$ cat config.mk
export PLATFORM = sky130hd
export DESIGN_NAME = rv_mem_arbiter
export DESIGN_NICKNAME = d
export VERILOG_FILES = /design/src/rtl/rv_bus_pkg.sv /design/src/rtl/rv_mem_arbiter.sv
export SDC_FILE = /design/constraint.sdc
export NUM_CORES = 1
export LEC_CHECK = 0
export CAP_MARGIN = 20
export CORE_ASPECT_RATIO = 1.75
export CORE_MARGIN = 4
export CORE_UTILIZATION = 44
export CTS_CLUSTER_SIZE = 8
export DETAILED_ROUTE_END_ITERATION = 6
export GPL_ROUTABILITY_DRIVEN = 0
export PLACE_DENSITY_LB_ADDON = 0.05
export SLEW_MARGIN = 10
export SYNTH_ARGS = -nofsm -noshare
export SYNTH_HDL_FRONTEND = slang
export SYNTH_SLANG_ARGS = --single-unit
export TNS_END_PERCENT = 50
$ cat constraint.sdc
create_clock -name clk -period 2.75 [get_ports clk]
set_input_delay 0.55 -clock clk [delete_from_list [all_inputs] [get_ports clk]]
set_output_delay 0.55 -clock clk [all_outputs]
set_load 0.005 [all_outputs]
$ cat src/rtl/rv_bus_pkg.sv
// Shared bus types for the rv core memory path: access sizes, arbiter
// states, requester identity and the size-to-last-byte-index helper.
package rv_bus_pkg;

    typedef enum logic [1:0] {
        BYTE = 2'b00,
        HALF = 2'b01,
        WORD = 2'b10
    } size_t;

    typedef enum logic [1:0] {
        IDLE = 2'b00,
        XFER = 2'b01,
        ACK  = 2'b10
    } arb_state_t;

    typedef enum logic {
        IF  = 1'b0,
        LSU = 1'b1
    } owner_t;

    // A fetch is always a full word, so its last byte index is 3.
    localparam logic [1:0] FETCH_LAST_IDX = 2'd3;

    // Index of the final byte of an access: byte -> 0, half -> 1, word -> 3.
    // The unused 2'b11 encoding is treated as a word.
    function automatic logic [1:0] last_index(input logic [1:0] size);
        logic [1:0] idx;
        case (size_t'(size))
            BYTE:    idx = 2'd0;
            HALF:    idx = 2'd1;
            default: idx = 2'd3;
        endcase
        return idx;
    endfunction

endpackage

$ cat src/rtl/rv_mem_arbiter.sv
// Arbitrates the fetch unit and the LSU onto one byte-wide memory port.
// A granted access is serialized little-endian, one byte per cycle, and
// completed with a one-cycle ack carrying the assembled, zero-extended data.
module rv_mem_arbiter
    import rv_bus_pkg::*;
#(
    parameter int unsigned ADDR_W = 32,
    parameter bit          FAIR   = 1'b1
) (
    input  logic              clk,
    input  logic              rst,

    input  logic              if_req,
    input  logic [ADDR_W-1:0] if_addr,
    output logic              if_ack,
    output logic [31:0]       if_rdata,

    input  logic              lsu_req,
    input  logic              lsu_we,
    input  logic [1:0]        lsu_size,
    input  logic [ADDR_W-1:0] lsu_addr,
    input  logic [31:0]       lsu_wdata,
    output logic              lsu_ack,
    output logic [31:0]       lsu_rdata,

    output logic              mem_en,
    output logic              mem_we,
    output logic [ADDR_W-1:0] mem_addr,
    output logic [7:0]        mem_wdata,
    input  logic [7:0]        mem_rdata,

    output logic              busy
);

    arb_state_t        state_q;
    owner_t            owner_q;
    owner_t            last_q;
    logic [ADDR_W-1:0] base_q;
    logic              we_q;
    logic [1:0]        last_idx_q;
    logic [1:0]        k_q;
    logic [31:0]       wdata_q;
    logic [31:0]       buf_q;
    logic [31:0]       buf_d;
    logic [31:0]       if_rdata_q;
    logic [31:0]       lsu_rdata_q;
    logic              grant_lsu;

    // Pick the winner for the IDLE cycle: a lone requester wins outright,
    // a tie goes to the requester not served last (FAIR) or to the LSU.
    always_comb begin
        // NOTE: every always_comb output gets a default first so no path
        // leaves it unassigned, which would otherwise infer a latch.
        grant_lsu = 1'b0;
        if (lsu_req && !if_req) begin
            grant_lsu = 1'b1;
        end else if (lsu_req && if_req) begin
            grant_lsu = FAIR ? (last_q == IF) : 1'b1;
        end
    end

    // Merge the byte arriving this cycle into its lane of the read buffer.
    always_comb begin
        buf_d = buf_q;
        if (!we_q) begin
            buf_d[{k_q, 3'b000} +: 8] = mem_rdata;
        end
    end

    // Arbiter FSM: latch the granted request, step through its bytes,
    // then spend one cycle acknowledging before returning to IDLE.
    always_ff @(posedge clk or negedge rst) begin
        if (!rst) begin
            // NOTE: the data registers are reset as well as the control
            // state, because rdata outputs must read 0 out of reset.
            state_q     <= IDLE;
            owner_q     <= IF;
            last_q      <= LSU;
            base_q      <= '0;
            we_q        <= 1'b0;
            last_idx_q  <= 2'd0;
            k_q         <= 2'd0;
            wdata_q     <= '0;
            buf_q       <= '0;
            if_rdata_q  <= '0;
            lsu_rdata_q <= '0;
        end else begin
            // NOTE: sequential state uses non-blocking assignments so every
            // register samples pre-edge values, independent of statement order.
            unique case (state_q)
                IDLE: begin
                    if (if_req || lsu_req) begin
                        owner_q    <= grant_lsu ? LSU : IF;
                        base_q     <= grant_lsu ? lsu_addr : if_addr;
                        we_q       <= grant_lsu && lsu_we;
                        last_idx_q <= grant_lsu ? last_index(lsu_size) : FETCH_LAST_IDX;
                        wdata_q    <= grant_lsu ? lsu_wdata : '0;
                        k_q        <= 2'd0;
                        buf_q      <= '0;
                        state_q    <= XFER;
                    end
                end
                XFER: begin
                    buf_q <= buf_d;
                    if (k_q == last_idx_q) begin
                        state_q <= ACK;
                        // Loads publish the finished buffer so it is valid
                        // during the ack cycle; stores leave rdata alone.
                        if (!we_q) begin
                            if (owner_q == IF) begin
                                if_rdata_q <= buf_d;
                            end else begin
                                lsu_rdata_q <= buf_d;
                            end
                        end
                    end else begin
                        k_q <= k_q + 2'd1;
                    end
                end
                ACK: begin
                    last_q  <= owner_q;
                    state_q <= IDLE;
                end
                default: state_q <= IDLE;
            endcase
        end
    end

    // Memory port and acks decode straight from state registers, so an
    // asynchronous reset drops them immediately.
    assign busy      = (state_q != IDLE);
    assign mem_en    = (state_q == XFER);
    assign mem_we    = mem_en && we_q;
    assign mem_addr  = mem_en ? (base_q + ADDR_W'(k_q)) : '0;
    assign mem_wdata = mem_en ? wdata_q[{k_q, 3'b000} +: 8] : 8'h00;

    assign if_ack    = (state_q == ACK) && (owner_q == IF);
    assign lsu_ack   = (state_q == ACK) && (owner_q == LSU);
    assign if_rdata  = if_rdata_q;
    assign lsu_rdata = lsu_rdata_q;

endmodule

After elaboration in Yosys (flattened, before gate mapping) --
Index checks and enable logic that the tools add are counted.
Storage, ports and cells: register bits after elaboration 169, input port bits 111, output and inout port bits 109, word-level logic and storage cells 64
Cells by class: add/subtract/negate cells 3, equality and inequality tests 7, shift operators 3, mux-type cells 19, bitwise operators 3, reductions and logical operators 18
Operators by type and width (number):
- $mux W32 | 5
- $pmux W32 S2 | 1
- $add A32 B2 Y32 | 1
- $bwmux W32 | 1
- $shift A8 B7 Y32 const A | 1
- $shiftx A32 B6 Y8 | 1
- $shiftx A8 B7 Y32 | 1
- $pmux W2 S2 | 3
- $mux W2 | 5
- $mux W8 | 1
- $reduce_and A4 Y1 | 2
- $neg A5 Y7 | 1
- $logic_and A1 B1 Y1 | 6
- $reduce_and A2 Y1 | 3
- $eq A2 B1 Y1 const B | 2
- $logic_not A2 Y1 | 2
- $ne A2 B2 Y1 const B | 2
- $reduce_bool A2 Y1 | 2
- $mux W1 | 3
- $not A1 Y1 | 3
- $reduce_and A3 Y1 | 1
- $add A2 B1 Y2 const B | 1
- $eq A2 B2 Y1 | 1
- $eq A2 B2 Y1 const B | 1
- 3 further kinds | 3

Depth between registers and ports, before layout --
Gate-level depths: netlist of run 1.
word-level depth 5, gate-level depth with buffers 9, gate-level depth less buffers 6

Least setup slack after synthesis of run 1 --
No wires, ideal clock.
kind register to output, start reg k_q[0], end out mem_addr[20], arrival 2.208 ns, slack -0.008 ns, cell stages (with the launch flop) 8, buffers on the path 1, cells stage by stage dfrtp_1 -> ha_1 -> fa_1 -> nand4_2 -> or4_1 -> buf_2 -> or4_1 -> a21oi_1
Between the ends: word-level cells in the longest chain between the ends 2
Ends and longest elaborated chain:
- from (decl) | RTL line rv_mem_arbiter.sv:41 | logic [1:0] k_q;
- from (signal assigned) | RTL line rv_mem_arbiter.sv:117 | k_q <= k_q + 2'd1;
- $add A32 B2 Y32 | RTL line rv_mem_arbiter.sv:134 | assign mem_addr = mem_en ? (base_q + ADDR_W'(k_q)) : '0;
- $mux W32 | RTL line rv_mem_arbiter.sv:134
- to (decl) | RTL line rv_mem_arbiter.sv:28 | output logic [ADDR_W-1:0] mem_addr,
No other way between the ends.

Final worst setup path of run 1 --
start reg base_q[0], end out mem_addr[20]
Between the ends: word-level cells in the longest chain between the ends 2
Ends and longest elaborated chain:
- from (decl) | RTL line rv_mem_arbiter.sv:38 | logic [ADDR_W-1:0] base_q;
- from (signal assigned) | RTL line rv_mem_arbiter.sv:94 | base_q <= grant_lsu ? lsu_addr : if_addr;
- $add A32 B2 Y32 | RTL line rv_mem_arbiter.sv:134
- $mux W32 | RTL line rv_mem_arbiter.sv:134
No other way between the ends.

==> results.ini, run 1 <==
[floorplanning]
num_rows = 65
die-area_um2 = 20800
core_um2 = 18140
initial_core_util_pct = 44.82
die_y_um = 187.8
pin_count = 220
die_x_um = 110.8

[critical_path]
rrSetupSlack_ns = 0.25
max_stage_delay_ns = 0.51
r2r_start = k_q[1]
worstPathArrival_ns = 2.69
worstPathRequired_ns = 2.20
critPathCaptureType = output port
rr_endpoint = buf_q[10]
critPathKind = reg -> out
path_cells = ha_4, fa_2, nand4_4, or4_4, buf_8, or4_4, a21oi_2, buf_2
cp_max_fo = 7
critPathLaunchType = flop
slowest_stage = or4_4
r2r_cells = 8
crit_top_cell = or4_4
crit_buf_inv = 2
cp_top_family = simple AND/OR/NAND/NOR gates

[hold_path]
min-delay-path-class = in -> async

[placement]
post-place-cells = 1152
place_hpwl_um = 16850
pre_cts_slack_ns = -0.6206
io_buffers = 219

[timing]
finalHoldViolations = 0
timing.fmax_mhz = 308.3
setup_viol = 23
tightest_slew_ns = 0.6156
period_needed_ns = 3.244
finalWorstSetupSlack_ns = -0.4939
relSlewSlack_pct = 58.96
maxSlewViolCount = 0
fin_crit_sh_pct = 118.0
fin_skew_ns = 0.009912
rsz0062_at_grt = yes

[layout]
area_growth_pct = 43.28
nNetsFinal = 1071
diodes = 0
seq_area_um2 = 4230
drive_gt1_share_pct = 23.55
fin_cells = 1198
fill_cells = 1487
multiInputGateArea_um2 = 3795

[cts]
numCtsBuffers = 17
cts-root-buf = clkbuf_16
ctsHtreeMaxLevel = 4
cts_num_sinks = 169
clock_path_buffers = 2
cts_tree = yes
insertion_delay_ns = 0.43
clkTransAtPathRegs_ns = 0.06

[synthesis]
ys_ff_latch = 169
syn_inst = 705
seq_area_frac_synth_pct = 52.04
syn_avg_cell_area_um2 = 11.53
syn-num-nets = 824
yosysTopAreaCell = dfrtp_1
synthDistinctLibCells = 43
syn_area_um2 = 8129
synth-edff-count = 0
yosysTopAreaCellShare_pct = 51.72
synthFlopType = dfrtp_1
synth.top_cells.by_area = dfrtp_1 (52%), a22o_1 (10%), mux2_2 (8.9%)
ys_warn_count = 0
async_reset_ff_share_pct = 100.0

[run]
timing.max_cap.violations = 0

[detailed_routing]
routedWlPerCell_um = 19.28
drt_wl_total_um = 23090
drtIter0Drc = 232
via_per_inst = 5.511
via_count = 6602
postRouteAntennaNets = 0
drc = 0
drtPass1Iterations = 4

[grt]
grt_pass1_wl_um = 36860
grt_pass1_vias = 7187
antenna_found_initial = 0
gr-total-overflow = 0
grt_start_max_net_pins = 69
grtUsageTotal_pct = 22.16

[power_and_ir_drop]
p_leak_nw = 5.302
power.density_nw_per_um2 = 1015
max-vdd-ir-drop_mv = 0.4558

[run_status]
violations = negative setup slack
run_status = finished, violations left

==> synth_stat cells, types with 2 or more instances <==
library cell  instances
dfrtp_1             168
a22o_1               97
mux2_2               64
o21ai_0              47
nand2_1              45
clkbuf_1             37
mux2i_1              33
a21oi_1              25
nor2_1               22
and2_1               16
or4_1                15
inv_1                14
o31ai_1              13
buf_2                12
nand3_1              12
buf_1                 9
mux4_2                8
ha_1                  7
nand2b_1              7
or3_1                 7
xnor2_1               7
nand4_1               6
and4_1                5
nor3_1                5
nor4_1                3
xor2_1                3
a21o_1                2
==> cells by family after synthesis <==
kind of cell / count (synthesis) / synth area share (%)
xor+xnor: 10 / 1.077
compound gates: 187 / 16.56
mux: 105 / 15.15
fa+ha+maj: 8 / 1.324
simple gates: 152 / 10.19
flops: 169 / 52.04
buf+inv: 74 / 3.663
==> area by class of cell <==
cell class,count,share of cell area [%]
clock inverters,10,1.042
inverters,14,0.4512
repair buffers,288,23.14
well taps,234,2.514
flip-flops and latches,169,36.32
multi-input cells,462,32.58
clock buffers,21,3.953
==> how the worst max path moves through the flow <==
stage / from / endpoint / slack [ns] / cells past startpoint
final: base_q[0] / mem_addr[20] / -0.49 / 8
after CTS: base_q[0] / mem_addr[20] / -0.50 / 8
after floorplan: k_q[0] / mem_addr[20] / 0.003 / 7
after global routing: base_q[0] / mem_addr[14] / -0.59 / 9
after detailed placement: base_q[0] / mem_addr[26] / -0.62 / 8
after global placement: base_q[0] / mem_addr[28] / -0.57 / 8
==> state kept, by name (all words and copies together), names as in the netlist <==
name	cells
last_idx_q	2
k_q	2
last_q	1
owner_q	1
we_q	1
wdata_q	32
buf_q	32
if_rdata	32
state_q	2
lsu_rdata	32
base_q	32
==> power breakdown <==
group / internal [mW] / switching, mW
sequential: 3.43 / 0.651
combinational: 2.90 / 2.48
clock: 1.38 / 0.971
total: 7.72 / 4.10
==> cells in the final DEF (no fill, tap or decap), types with 3 or more instances in the layout <==
cell type        count
nand4_1              6
clkinvlp_4           4
or4_4                9
xnor2_1              7
nor3_1               3
buf_6                6
and4_1               5
o31ai_1             12
xor2_1               3
clkbuf_16           17
mux2_2              64
nand2_1             45
mux4_2               8
or4_1                7
buf_12               4
buf_2               20
nor2_1              22
a21oi_2              6
a21oi_1             18
nand2b_1             7
a22o_1              97
o21ai_0             45
or3_1                6
nand3_1             12
buf_4               58
ha_1                 5
dfrtp_1            168
inv_1               14
mux2i_1             33
clkinv_4             3
dlygate4sd2_1       12
nor4_4               3
and2_1              16
clkdlybuf4s50_1    179
==> worst register-to-register path: stages (launching register included) <==
cell and delay (ns):
dfrtp_1 0.40, buf_4 0.15, buf_4 0.22, inv_1 0.15
ha_1 0.22, nor3_1 0.27, and4_1 0.46, and2_1 0.36
a22o_1 0.21
==> routing by layer <==
layer | share of wire [%] | vias to the layer above | GRT usage, %
met2 | 57 | 179 | 42.61
met3 | 5.6 | 34 | 5.974
met5 | 0 | - | 0
li1 | - | 3092 | -
met4 | 2.1 | 0 | 7.587
met1 | 36 | 3297 | 22.73
==> timing repair <==
action	in CTS	in global routing
setup endpoints to repair	39	30
pin swaps	24	9
cloned	2	0
setup buffers	7	7
gates resized for setup	120	25
endpoints found under the hold margin	0	0
hold buffers	0	0
==> per-stage QoR <==
step                hold slack (ns)  utilization (%)  power (mW)  setup TNS (ns)  instance area [µm²]
floorplan                    0.2544                -       6.702               0                 8150
global route                 0.1488            64.22       12.57          -8.892                11650
detailed placement           0.4843            59.90       9.521          -8.180                10860
global placement             0.4824            59.90       9.333          -7.486                10860
finish                       0.1097            64.22       11.82          -6.876                11650
CTS                          0.1267            63.66       11.83          -8.040                11540
Power figures use the tool's default switching activity.
==> inputs of run 2 (changes only) <==
--- a/config.mk
+++ b/config.mk
@@ -8,7 +8,8 @@
 export CAP_MARGIN = 20
 export CORE_ASPECT_RATIO = 1.75
 export CORE_MARGIN = 4
-export CORE_UTILIZATION = 44
+export CORE_UTILIZATION = 45
+export CTS_BUF_LIST = sky130_fd_sc_hd__clkbuf_4 sky130_fd_sc_hd__clkbuf_8
 export CTS_CLUSTER_SIZE = 8
 export DETAILED_ROUTE_END_ITERATION = 6
 export GPL_ROUTABILITY_DRIVEN = 0
==> results.ini, run 2 (synthesized netlist as in run 1, its figures left out) <==
[placement]
io_buffers = 219
place_hpwl_um = 16810
post_dp_cell_area_um2 = 10910

[floorplanning]
initial_core_util_pct = 46.14
num_rows = 64
pin_count = 220
die_y_um = 185.8
core_um2 = 17620
die-area_um2 = 20360
die_x_um = 109.6

[layout]
layout_commonest_cell = clkdlybuf4s50_1
design_area_um2 = 11570
fill_cells = 1422
drive_gt1_share_pct = 24.56
layout_common_cells = clkdlybuf4s50_1 (188), dfrtp_1 (168), a22o_1 (97)
area_growth_pct = 42.39
fin_util_pct = 65.70
nNetsFinal = 1075
diodes = 0

[cts]
numCtsBuffers = 17
insertion_delay_ns = 0.45
cts_tree = yes
cts_num_sinks = 169
ctsHtreeMaxLevel = 4
clock_path_buffers = 2
cts-root-buf = clkbuf_8
clkTransAtPathRegs_ns = 0.09

[critical_path]
slowest_stage = or4_4
path_cells = ha_4, fa_2, nand4_4, or4_4, buf_8, or4_4, a21oi_2, buf_2
r2r_start = k_q[1]
cp_max_fo = 6
max_stage_delay_ns = 0.50
rrSetupSlack_ns = 0.26
worstPathArrival_ns = 2.68
critPathLaunchType = flop
worstPathRequired_ns = 2.20
critPathCaptureType = output port
critPathKind = reg -> out
crit_top_cell = or4_4
crit_buf_inv = 2
r2r_cells = 8
rr_endpoint = buf_q[9]
cp_top_family = simple AND/OR/NAND/NOR gates

[grt]
grtUsageTotal_pct = 23.19
grt_pass1_wl_um = 36490
grt_pass1_vias = 7290
grt_start_max_net_pins = 78
gr-total-overflow = 0
antenna_found_initial = 0

[run_status]
violations = negative setup slack
run_status = finished, violations left

[power_and_ir_drop]
p_leak_nw = 5.216
power.density_nw_per_um2 = 987.9
max-vdd-ir-drop_mv = 0.4551

[detailed_routing]
routedWlPerCell_um = 19.31
via_per_inst = 5.528
drtPass1Iterations = 4
drtIter0Drc = 315
via_count = 6633
drt_wl_total_um = 23170
postRouteAntennaNets = 0
drc = 0

[timing]
period_needed_ns = 3.235
setup_viol = 30
rsz0062_at_grt = yes
relSlewSlack_pct = 53.01
fin_crit_sh_pct = 117.6
finalWorstSetupSlack_ns = -0.4846
finalHoldViolations = 0
fin_skew_ns = 0.01212
maxSlewViolCount = 0
tightest_slew_ns = 0.7048
timing.fmax_mhz = 309.2

[run]
timing.max_cap.violations = 0

[hold_path]
min-delay-path-class = in -> async

-- run 2: changes by cell type in the layout (fill, tap and decap cells not counted), moves of 3 or more --
| cell | previous run | this run |
|---|---|---|
| buf_4 | 58 | 63 |
| clkbuf_16 | 17 | 0 |
| clkbuf_4 | 0 | 3 |
| clkbuf_8 | 2 | 17 |
| clkdlybuf4s50_1 | 179 | 188 |
| clkinv_4 | 3 | 0 |
| dlygate4sd2_1 | 12 | 5 |
| o31ai_1 | 12 | 8 |
| o31ai_4 | 0 | 4 |
-- run 2: how the worst max path moves through the flow --
| stage | slack (ns) | start | endpoint | cells after the start |
|---|---|---|---|---|
| after floorplan | 0.003 | k_q[0] | mem_addr[20] | 7 |
| after global placement | -0.57 | base_q[0] | mem_addr[28] | 8 |
| after detailed placement | -0.61 | k_q[0] | mem_addr[28] | 8 |
| after CTS | -0.54 | k_q[0] | mem_addr[20] | 8 |
| after global routing | -0.59 | k_q[0] | mem_addr[30] | 8 |
| final | -0.48 | k_q[0] | mem_addr[20] | 8 |
-- run 2: through the flow --
| stage | cells | hold slack (ns) | TNS, ns | worst slack [ns] | power, mW |
|---|---|---|---|---|---|
| 6_report | 1200 | 0.1187 | -8.428 | -0.4846 | 11.44 |
| 5_1_grt | 1200 | 0.1588 | -11.81 | -0.5869 | 12.20 |
| 4_1_cts | 1200 | 0.1240 | -10.26 | -0.5418 | 11.49 |
| 3_5_place_dp | 1156 | 0.4817 | -8.062 | -0.6082 | 9.551 |
| 3_3_place_gp | 1156 | 0.4825 | -7.532 | -0.5651 | 9.346 |
| 2_1_floorplan | 705 | 0.2544 | 0 | 0.003282 | 6.702 |
-- run 2: metal layers --
metal | routed length, µm | global-route usage [%] | vias to the layer above
li1 | - | - | 3093
met1 | 8354 | 24.79 | 3261
met2 | 12880 | 42.94 | 235
met3 | 1343 | 5.692 | 44
met4 | 586 | 9.086 | 0
met5 | 0 | 0 | -
-- run 2: power breakdown --
group	internal [mW]	switching, mW	leakage [nW]
clock	1.02	0.890	0.209
combinational	2.95	2.50	2.76
sequential	3.42	0.659	2.24
total	7.39	4.05	5.22
-- run 2: area by class of cell --
| type | count | area (µm²) | area share (%) |
|---|---|---|---|
| Timing Repair Buffer | 292 | 2729 | 23.58 |
| Sequential cell | 169 | 4230 | 36.55 |
| Inverter | 14 | 52.55 | 0.4540 |
| Tap cell | 231 | 289.0 | 2.497 |
| Multi-Input combinational cell | 462 | 3844 | 33.21 |
| Clock inverter | 12 | 173.9 | 1.503 |
| Clock buffer | 20 | 256.5 | 2.216 |
-- run 2: timing repair --
action	4_1_cts	5_1_grt
gates resized for setup	124	13
hold endpoints to repair	0	0
setup endpoints to repair	39	38
gates cloned	2	0
setup buffers	11	1
hold buffers	0	0
pin swaps	32	7
==> inputs of run 3 (changes only) <==
--- a/config.mk
+++ b/config.mk
@@ -14,7 +14,6 @@
 export DETAILED_ROUTE_END_ITERATION = 6
 export GPL_ROUTABILITY_DRIVEN = 0
 export PLACE_DENSITY_LB_ADDON = 0.05
-export SLEW_MARGIN = 10
 export SYNTH_ARGS = -nofsm -noshare
 export SYNTH_HDL_FRONTEND = slang
 export SYNTH_SLANG_ARGS = --single-unit
==> results of run 3 <==
No change in the layout: final DEF, timing and power equal those of run 2.
